`src/rtl/pc_pkg.sv`:
```
`default_nettype none
// ---------------------------------------------------------------------------
// Module   : pc_pkg
// Purpose  : Shared types and default constants for the PC-select unit.
// Revision : 1.0 - initial release
// ---------------------------------------------------------------------------
package pc_pkg;

  // Encoded so that a plain numeric compare gives source priority.
  typedef enum logic [1:0] {
    SRC_SEQ    = 2'd0,
    SRC_BRANCH = 2'd1,
    SRC_JUMP   = 2'd2,
    SRC_TRAP   = 2'd3
  } pc_src_t;

  typedef enum logic [1:0] {
    BOOT      = 2'd0,
    RUN       = 2'd1,
    HOLD      = 2'd2,
    HOLD_PEND = 2'd3
  } pc_state_t;

  localparam logic [31:0] PC_DEFAULT_RESET_VECTOR = 32'h0000_0000;
  localparam int unsigned PC_DEFAULT_INC          = 4;

endpackage
`default_nettype wire

```
`src/rtl/pc_select_unit_if.sv`:
```
`default_nettype none
// ---------------------------------------------------------------------------
// Module   : pc_select_unit_if
// Purpose  : Redirect inputs and fetch-address outputs of the PC-select unit.
//            master = control/branch side, slave = pc_select_unit.
// Revision : 1.0 - initial release
// ---------------------------------------------------------------------------
interface pc_select_unit_if #(
  parameter int unsigned WIDTH = 32
);
  logic             STALL;
  logic             BRANCH_TAKEN;
  logic [WIDTH-1:0] BRANCH_TARGET;
  logic             JUMP;
  logic [WIDTH-1:0] JUMP_TARGET;
  logic             TRAP;
  logic [WIDTH-1:0] TRAP_VECTOR;
  logic             CALL;
  logic             RET;
  logic [WIDTH-1:0] PC;
  logic             PC_VALID;
  logic             REDIRECT;

  modport master (
    output STALL, BRANCH_TAKEN, BRANCH_TARGET, JUMP, JUMP_TARGET,
           TRAP, TRAP_VECTOR, CALL, RET,
    input  PC, PC_VALID, REDIRECT
  );

  modport slave (
    input  STALL, BRANCH_TAKEN, BRANCH_TARGET, JUMP, JUMP_TARGET,
           TRAP, TRAP_VECTOR, CALL, RET,
    output PC, PC_VALID, REDIRECT
  );
endinterface
`default_nettype wire

```
`src/rtl/pc_ras.sv`:
```
`default_nettype none
// ---------------------------------------------------------------------------
// Module   : pc_ras
// Purpose  : Circular return-address stack. A push when full overwrites the
//            oldest entry; the occupancy count saturates at RAS_DEPTH.
// Revision : 1.0 - initial release
// ---------------------------------------------------------------------------
module pc_ras #(
  parameter int unsigned WIDTH     = 32,
  parameter int unsigned RAS_DEPTH = 4
) (
  input  logic             CLK,
  input  logic             RESET,
  input  logic             push_i,
  input  logic [WIDTH-1:0] push_data_i,
  input  logic             pop_i,
  output logic [WIDTH-1:0] top_o,
  output logic             empty_o,
  output logic             full_o
);
  localparam int unsigned PW = (RAS_DEPTH > 1) ? $clog2(RAS_DEPTH) : 1;
  localparam int unsigned CW = $clog2(RAS_DEPTH + 1);
  localparam logic [CW-1:0] C_FULL = CW'(RAS_DEPTH);

  logic [WIDTH-1:0] mem_q [RAS_DEPTH];
  logic [PW-1:0]    wr_ptr_q;
  logic [CW-1:0]    count_q;

  assign empty_o = (count_q == '0);
  assign full_o  = (count_q == C_FULL);
  assign top_o   = mem_q[wr_ptr_q - PW'(1)];

  // Pointer and occupancy: push wins over pop, pop on empty is ignored.
  always_ff @(posedge CLK or negedge RESET) begin
    if (!RESET) begin
      wr_ptr_q <= '0;
      count_q  <= '0;
    end else if (push_i) begin
      wr_ptr_q <= wr_ptr_q + PW'(1);
      if (!full_o) count_q <= count_q + CW'(1);
    end else if (pop_i && !empty_o) begin
      wr_ptr_q <= wr_ptr_q - PW'(1);
      count_q  <= count_q - CW'(1);
    end
  end

  // Entry storage; contents are meaningless while the count is zero.
  always_ff @(posedge CLK) begin
    if (push_i) mem_q[wr_ptr_q] <= push_data_i;
  end
endmodule
`default_nettype wire

```
`src/rtl/pc_select_unit.sv`:
```
`default_nettype none
// ---------------------------------------------------------------------------
// Module   : pc_select_unit
// Purpose  : Program-counter register with prioritised next-PC selection
//            (TRAP > JUMP > BRANCH > sequential), stall hold and a one-entry
//            buffer for redirects arriving during a stall.
//            Optional return-address stack enabled by macro PC_RAS_EN.
// Revision : 1.0 - initial release
// ---------------------------------------------------------------------------
module pc_select_unit
  import pc_pkg::*;
#(
  parameter int unsigned      WIDTH        = 32,
  parameter logic [WIDTH-1:0] RESET_VECTOR = WIDTH'(PC_DEFAULT_RESET_VECTOR),
  parameter int unsigned      INC          = PC_DEFAULT_INC,
  parameter int unsigned      RAS_DEPTH    = 4
) (
  input  logic             CLK,
  input  logic             RESET,
  pc_select_unit_if.slave  bus
);
  localparam logic [WIDTH-1:0] C_INC = WIDTH'(INC);

  pc_state_t        state_q, state_d;
  logic [WIDTH-1:0] pc_q, pc_d;
  logic             valid_q, valid_d;
  logic             redirect_q, redirect_d;
  pc_src_t          pend_src_q, pend_src_d;
  logic [WIDTH-1:0] pend_tgt_q, pend_tgt_d;
  logic             pend_call_q, pend_call_d;
  logic             pend_ret_q, pend_ret_d;

  pc_src_t          live_src, sel_src;
  logic [WIDTH-1:0] live_tgt, sel_tgt, next_tgt, pc_inc;
  logic             live_call, live_ret, sel_call, sel_ret, ret_hit;
  logic             apply_en, ras_push, ras_pop, ras_empty;
  logic [WIDTH-1:0] ras_top;

  assign pc_inc = pc_q + C_INC;

`ifdef PC_RAS_EN
  logic ras_full_unused;
  assign live_call = bus.JUMP & ~bus.TRAP & bus.CALL;
  assign live_ret  = bus.JUMP & ~bus.TRAP & bus.RET;

  pc_ras #(
    .WIDTH     (WIDTH),
    .RAS_DEPTH (RAS_DEPTH)
  ) u_ras (
    .CLK         (CLK),
    .RESET       (RESET),
    .push_i      (ras_push),
    .push_data_i (pc_inc),
    .pop_i       (ras_pop),
    .top_o       (ras_top),
    .empty_o     (ras_empty),
    .full_o      (ras_full_unused)
  );
`else
  localparam int unsigned C_RAS_DEPTH_UNUSED = RAS_DEPTH;
  logic ras_unused;
  assign live_call  = 1'b0;
  assign live_ret   = 1'b0;
  assign ras_top    = '0;
  assign ras_empty  = 1'b1;
  assign ras_unused = ^{bus.CALL, bus.RET, ras_push, ras_pop};
`endif

  // Highest-priority redirect presented this cycle.
  always_comb begin
    live_src = SRC_SEQ;
    live_tgt = bus.BRANCH_TARGET;
    if (bus.TRAP) begin
      live_src = SRC_TRAP;
      live_tgt = bus.TRAP_VECTOR;
    end else if (bus.JUMP) begin
      live_src = SRC_JUMP;
      live_tgt = bus.JUMP_TARGET;
    end else if (bus.BRANCH_TAKEN) begin
      live_src = SRC_BRANCH;
      live_tgt = bus.BRANCH_TARGET;
    end
  end

  // Pending vs live arbitration (ties go to live) and stack side effects.
  always_comb begin
    sel_src  = live_src;
    sel_tgt  = live_tgt;
    sel_call = live_call;
    sel_ret  = live_ret;
    if (state_q == HOLD_PEND && pend_src_q > live_src) begin
      sel_src  = pend_src_q;
      sel_tgt  = pend_tgt_q;
      sel_call = pend_call_q;
      sel_ret  = pend_ret_q;
    end
    ret_hit  = (sel_src == SRC_JUMP) && sel_ret && !sel_call && !ras_empty;
    next_tgt = ret_hit ? ras_top : sel_tgt;
    apply_en = (state_q != BOOT) && !bus.STALL;
    ras_push = apply_en && (sel_src == SRC_JUMP) && sel_call;
    ras_pop  = apply_en && ret_hit;
  end

  // Next-state and next-PC decision.
  always_comb begin
    state_d     = state_q;
    pc_d        = pc_q;
    valid_d     = valid_q;
    redirect_d  = 1'b0;
    pend_src_d  = pend_src_q;
    pend_tgt_d  = pend_tgt_q;
    pend_call_d = pend_call_q;
    pend_ret_d  = pend_ret_q;
    case (state_q)
      BOOT: begin
        valid_d = 1'b1;
        state_d = RUN;
      end
      RUN, HOLD, HOLD_PEND: begin
        if (!bus.STALL) begin
          pc_d        = (sel_src != SRC_SEQ) ? next_tgt : pc_inc;
          redirect_d  = (sel_src != SRC_SEQ);
          pend_src_d  = SRC_SEQ;
          pend_call_d = 1'b0;
          pend_ret_d  = 1'b0;
          state_d     = RUN;
        end else if (live_src != SRC_SEQ &&
                     (state_q != HOLD_PEND || live_src >= pend_src_q)) begin
          pend_src_d  = live_src;
          pend_tgt_d  = live_tgt;
          pend_call_d = live_call;
          pend_ret_d  = live_ret;
          state_d     = HOLD_PEND;
        end else if (state_q != HOLD_PEND) begin
          state_d = HOLD;
        end
      end
      default: state_d = BOOT;
    endcase
  end

  // State and PC registers.
  always_ff @(posedge CLK or negedge RESET) begin
    if (!RESET) begin
      state_q     <= BOOT;
      pc_q        <= RESET_VECTOR;
      valid_q     <= 1'b0;
      redirect_q  <= 1'b0;
      pend_src_q  <= SRC_SEQ;
      pend_tgt_q  <= '0;
      pend_call_q <= 1'b0;
      pend_ret_q  <= 1'b0;
    end else begin
      state_q     <= state_d;
      pc_q        <= pc_d;
      valid_q     <= valid_d;
      redirect_q  <= redirect_d;
      pend_src_q  <= pend_src_d;
      pend_tgt_q  <= pend_tgt_d;
      pend_call_q <= pend_call_d;
      pend_ret_q  <= pend_ret_d;
    end
  end

  assign bus.PC       = pc_q;
  assign bus.PC_VALID = valid_q;
  assign bus.REDIRECT = redirect_q;
endmodule
`default_nettype wire

```
`src/flat_wrapper.sv`:
```
// flat-port wrapper written by rule: the top's interface ports become plain ports
module pc_select_unit_flat import pc_pkg::*;
#(
  parameter int unsigned      WIDTH        = 32,
  parameter logic [WIDTH-1:0] RESET_VECTOR = WIDTH'(PC_DEFAULT_RESET_VECTOR),
  parameter int unsigned      INC          = PC_DEFAULT_INC,
  parameter int unsigned      RAS_DEPTH    = 4
)
  (CLK, RESET, bus_STALL, bus_BRANCH_TAKEN, bus_BRANCH_TARGET, bus_JUMP, bus_JUMP_TARGET, bus_TRAP, bus_TRAP_VECTOR, bus_CALL, bus_RET, bus_PC, bus_PC_VALID, bus_REDIRECT);
  pc_select_unit_if #(.WIDTH(WIDTH)) bus_i ();
  input  logic CLK;
  input  logic RESET;
  input wire logic [$bits(bus_i.STALL)-1:0] bus_STALL;
  input wire logic [$bits(bus_i.BRANCH_TAKEN)-1:0] bus_BRANCH_TAKEN;
  input wire logic [$bits(bus_i.BRANCH_TARGET)-1:0] bus_BRANCH_TARGET;
  input wire logic [$bits(bus_i.JUMP)-1:0] bus_JUMP;
  input wire logic [$bits(bus_i.JUMP_TARGET)-1:0] bus_JUMP_TARGET;
  input wire logic [$bits(bus_i.TRAP)-1:0] bus_TRAP;
  input wire logic [$bits(bus_i.TRAP_VECTOR)-1:0] bus_TRAP_VECTOR;
  input wire logic [$bits(bus_i.CALL)-1:0] bus_CALL;
  input wire logic [$bits(bus_i.RET)-1:0] bus_RET;
  output wire logic [$bits(bus_i.PC)-1:0] bus_PC;
  output wire logic [$bits(bus_i.PC_VALID)-1:0] bus_PC_VALID;
  output wire logic [$bits(bus_i.REDIRECT)-1:0] bus_REDIRECT;
  assign bus_i.STALL = bus_STALL;
  assign bus_i.BRANCH_TAKEN = bus_BRANCH_TAKEN;
  assign bus_i.BRANCH_TARGET = bus_BRANCH_TARGET;
  assign bus_i.JUMP = bus_JUMP;
  assign bus_i.JUMP_TARGET = bus_JUMP_TARGET;
  assign bus_i.TRAP = bus_TRAP;
  assign bus_i.TRAP_VECTOR = bus_TRAP_VECTOR;
  assign bus_i.CALL = bus_CALL;
  assign bus_i.RET = bus_RET;
  assign bus_PC = bus_i.PC;
  assign bus_PC_VALID = bus_i.PC_VALID;
  assign bus_REDIRECT = bus_i.REDIRECT;
  pc_select_unit #(.WIDTH(WIDTH), .RESET_VECTOR(RESET_VECTOR), .INC(INC), .RAS_DEPTH(RAS_DEPTH)) u_core (.CLK(CLK), .RESET(RESET), .bus(bus_i));
endmodule
```
`config.mk`:
```
export PLATFORM = sky130hd
export DESIGN_NAME = pc_select_unit_flat
export DESIGN_NICKNAME = d
export VERILOG_FILES = /design/src/rtl/pc_pkg.sv /design/src/rtl/pc_select_unit_if.sv /design/src/rtl/pc_ras.sv /design/src/rtl/pc_select_unit.sv /design/src/flat_wrapper.sv
export SDC_FILE = /design/constraint.sdc
export NUM_CORES = 1
export LEC_CHECK = 0
export BUFFER_PORTS_ARGS = -buffer_cell sky130_fd_sc_hd__buf_2
export CORE_ASPECT_RATIO = 1.75
export CORE_MARGIN = 3
export CORE_UTILIZATION = 52
export DETAILED_ROUTE_END_ITERATION = 7
export PLACE_DENSITY = 0.81
export SYNTH_ARGS = -nofsm -noshare
export SYNTH_HDL_FRONTEND = slang
export SYNTH_SLANG_ARGS = --single-unit
export TNS_END_PERCENT = 50
```
`constraint.sdc`:
```
create_clock -name CLK -period 2.9 [get_ports CLK]
set_input_delay 0.435 -clock CLK [delete_from_list [all_inputs] [get_ports CLK]]
set_output_delay 0.435 -clock CLK [all_outputs]
set_load 0.02 [all_outputs]
```
==> metrics.yaml <==
synth:
  synth_top_family_by_area: "compound AO/OA/AOI/OAI gates"
  synth-compound-area-share_pct: 23.7
  syn_nets: 570
  yosysTopAreaCellShare_pct: 40.6
  yosys.area.top_type: "dfrtp_1"
  syn_inst: 463
  synth_xor_area_share_pct: 0.203
  ys_ff_latch: 70
  yosys.area_share.simple_pct: 14.9
  syn-cell-area_um2: 4320
  ys_warn_count: 0
  synth.avg_cell_area_um2: 9.32
  ys.flop_type: "dfrtp_1"
  synth_edf_count: 0
  synthAdderAreaFrac_pct: 0.870
  yosys-top-cells-area: "dfrtp_1 (41%), mux2_2 (8.1%), mux2i_1 (7.4%)"
  seq_area_frac_synth_pct: 40.6
  synthMuxAreaShare_pct: 15.5
  synthDistinctLibCells: 54
  synthArstFlopShare_pct: 100
clocking:
  cts_resized: 0
  root_buffer: "clkbuf_16"
  path_clk_slew_ps: 50
  cts_buffers: 9
  cts-htree-levels: 3
  cts_sinks: 70
  cts_tree: "done"
  cts_setup_buffers: 0
  clock_path_buffers: 2
  clk_latency_ps: 340
  hold_buffers: 0
min_path:
  min_path_type: "input port to asynchronous set/reset pin"
power:
  peakVddDrop_v: 0.000351
  p_total_uw: 3300
  power.leakage_uw: 0.00254
  p_per_area_nw_per_um2: 607
grt:
  groute.usage.overall_pct: 27.4
  grt_pass1_vias: 4320
  antenna_found_initial: 0
  grt_max_degree: 43
  grt_pass1_wl_um: 20300
  gr-total-overflow: 0
floorplanning:
  fp-row-count: 43
  die_x_um: 74.9
  dieArea_um2: 9470
  core_area_um2: 8020
  die_y_um: 127
  ioPinCount: 138
  initial_core_util_pct: 53.8
critical_path:
  arrival_ps: 2710
  crit-reg2reg-launch: "u_core.pend_src_q[1]"
  crit_chain: "buf_2 -> nor2_1 -> inv_1 -> ha_1 -> nor2b_1 -> nor2_2 -> a21o_1 -> buf_4 -> a21oi_1 -> o221a_2"
  critPathRequiredTime_ps: 3120
  worstSetupStartpoint: "bus_TRAP"
  start_kind: "input port"
  critPathBufInv: 3
  endpoint_kind: "flop"
  crit_family: "simple AND/OR/NAND/NOR gates"
  cp_max_fo: 18
  slowest_stage: "nor2_2"
  worstSetupPathType: "input port to flop"
  critPathMaxStageDelay_ps: 370
cells_and_area:
  area_delta_synth_final_pct: 25.8
  layout-drive-gt1-share_pct: 35.5
  antennaDiodeCount: 0
  final_cell_mix: "buf_2 (135), dfrtp_1 (70), nand2_1 (50), o21ai_0 (46), mux2i_1 (32)"
  fin_nets: 706
  final_common_cell: "buf_2"
sta:
  min_period_over_period_pct: 85.9
  setup_violations: 0
  relSlewSlack_pct: 39.0
  slew_violations: 0
  fin_skew_ps: 4.97
  tightest_slew_ps: 915
  fmax_mhz: 401
  hold_viol: 0
  period_needed_ps: 2490
  timing.hold.ws_ps: 228
  grt_setup_unrepaired: "no"
  setup_tns_ps: 0
placed_design:
  dp_hpwl_um: 9190
  port_buffers: 135
  gp_congestion: 0.838
drt:
  via_count: 4318
  wire_per_inst_um: 18.0
  vias_per_cell: 6.24
  first_pass_iters: 5
  ant_nets: 0
  drc: 0
  drtIter0Drc: 395
  totalWireLength_um: 12400
run_status:
  status: "finished clean"
flow_run:
  drv_cap: 0
==> final cells by class <==
cell class / count / area [um^2]
inverters: 13 / 48.8
clock inverters: 2 / 10.0
flip-flops and latches: 70 / 1750
multi-input cells: 347 / 2400
repair buffers: 158 / 861
fillers: 621 / 2590
clock buffers: 12 / 246
well taps: 90 / 113
==> flip-flops by register name (all words and copies together), names as in the netlist <==
register	count
u_core.pend_src_q	2
u_core.bus.REDIRECT	1
u_core.pend_tgt_q	32
u_core.bus.PC_VALID	1
u_core.bus.PC	32
u_core.state_q	2
==> power breakdown <==
part,internal (uW),leakage [uW],switching (uW)
sequential,1170,0.000840,184
combinational,418,0.00158,544
clock,589,0.000128,392
==> metal layers <==
layer  up-vias  routed length [um]  global-route usage [%]
met5         -                   0                       0
li1       2039                   -                       -
met2       198                6460                    44.9
met1      2041                4720                    33.3
met3        40                 758                    3.33
met4         0                 507                    16.2
==> per-stage QoR <==
stage | std cells | instance area (um^2) | worst slack, ps | util (%)
2_1_floorplan | 463 | 4320 | 35.4 | -
3_3_place_gp | 678 | 5170 | 205 | 64.5
3_5_place_dp | 678 | 5170 | 104 | 64.5
4_1_cts | 692 | 5430 | 447 | 67.7
5_1_grt | 692 | 5430 | 288 | 67.7
6_report | 692 | 5430 | 409 | 67.7
==> worst register-to-register path: cells and delay by family, from the launching register on <==
family | cells | cell delay [ps]
adders and majority gates | 1 | 320
DFF | 1 | 340
AOI/OAI and AO/OA | 3 | 720
buffers and inverters | 2 | 340
and+or+nand+nor | 2 | 560
==> cell usage after synthesis, drive strengths merged, types with 6 or more instances <==
| cell type | number |
|---|---|
| nor4 | 6 |
| a31oi | 8 |
| o21ai | 47 |
| nor2 | 22 |
| a21oi | 25 |
| o2bb2ai | 6 |
| clkbuf | 23 |
| o22a | 6 |
| a222oi | 10 |
| a2bb2oi | 6 |
| nor3 | 8 |
| nand4 | 8 |
| buf | 10 |
| nand3 | 13 |
| dfrtp | 70 |
| mux2i | 32 |
| inv | 13 |
| mux2 | 31 |
| nand2 | 50 |
| o22ai | 12 |
==> final timing paths <==
kind	end	slack (ps)	cells after the start
setup / recovery	u_core.bus.PC[17]	410	10
hold / removal	u_core.bus.PC[28]	230	1
setup reg to reg	u_core.bus.PC[17]	480	8
hold reg to reg	u_core.pend_tgt_q[0]	490	2
max in group asynchronous	u_core.bus.PC[0]	1900	2
min in group CLK	u_core.state_q[0]	320	2
==> logic make-up after synthesis <==
| kind of cell | after synthesis |
|---|---|
| compound gates | 152 |
| simple gates | 128 |
| flops | 70 |
| mux | 63 |
| buf+inv | 46 |
| fa+ha+maj | 3 |
| xor+xnor | 1 |
Power figures use the tool's default switching activity.
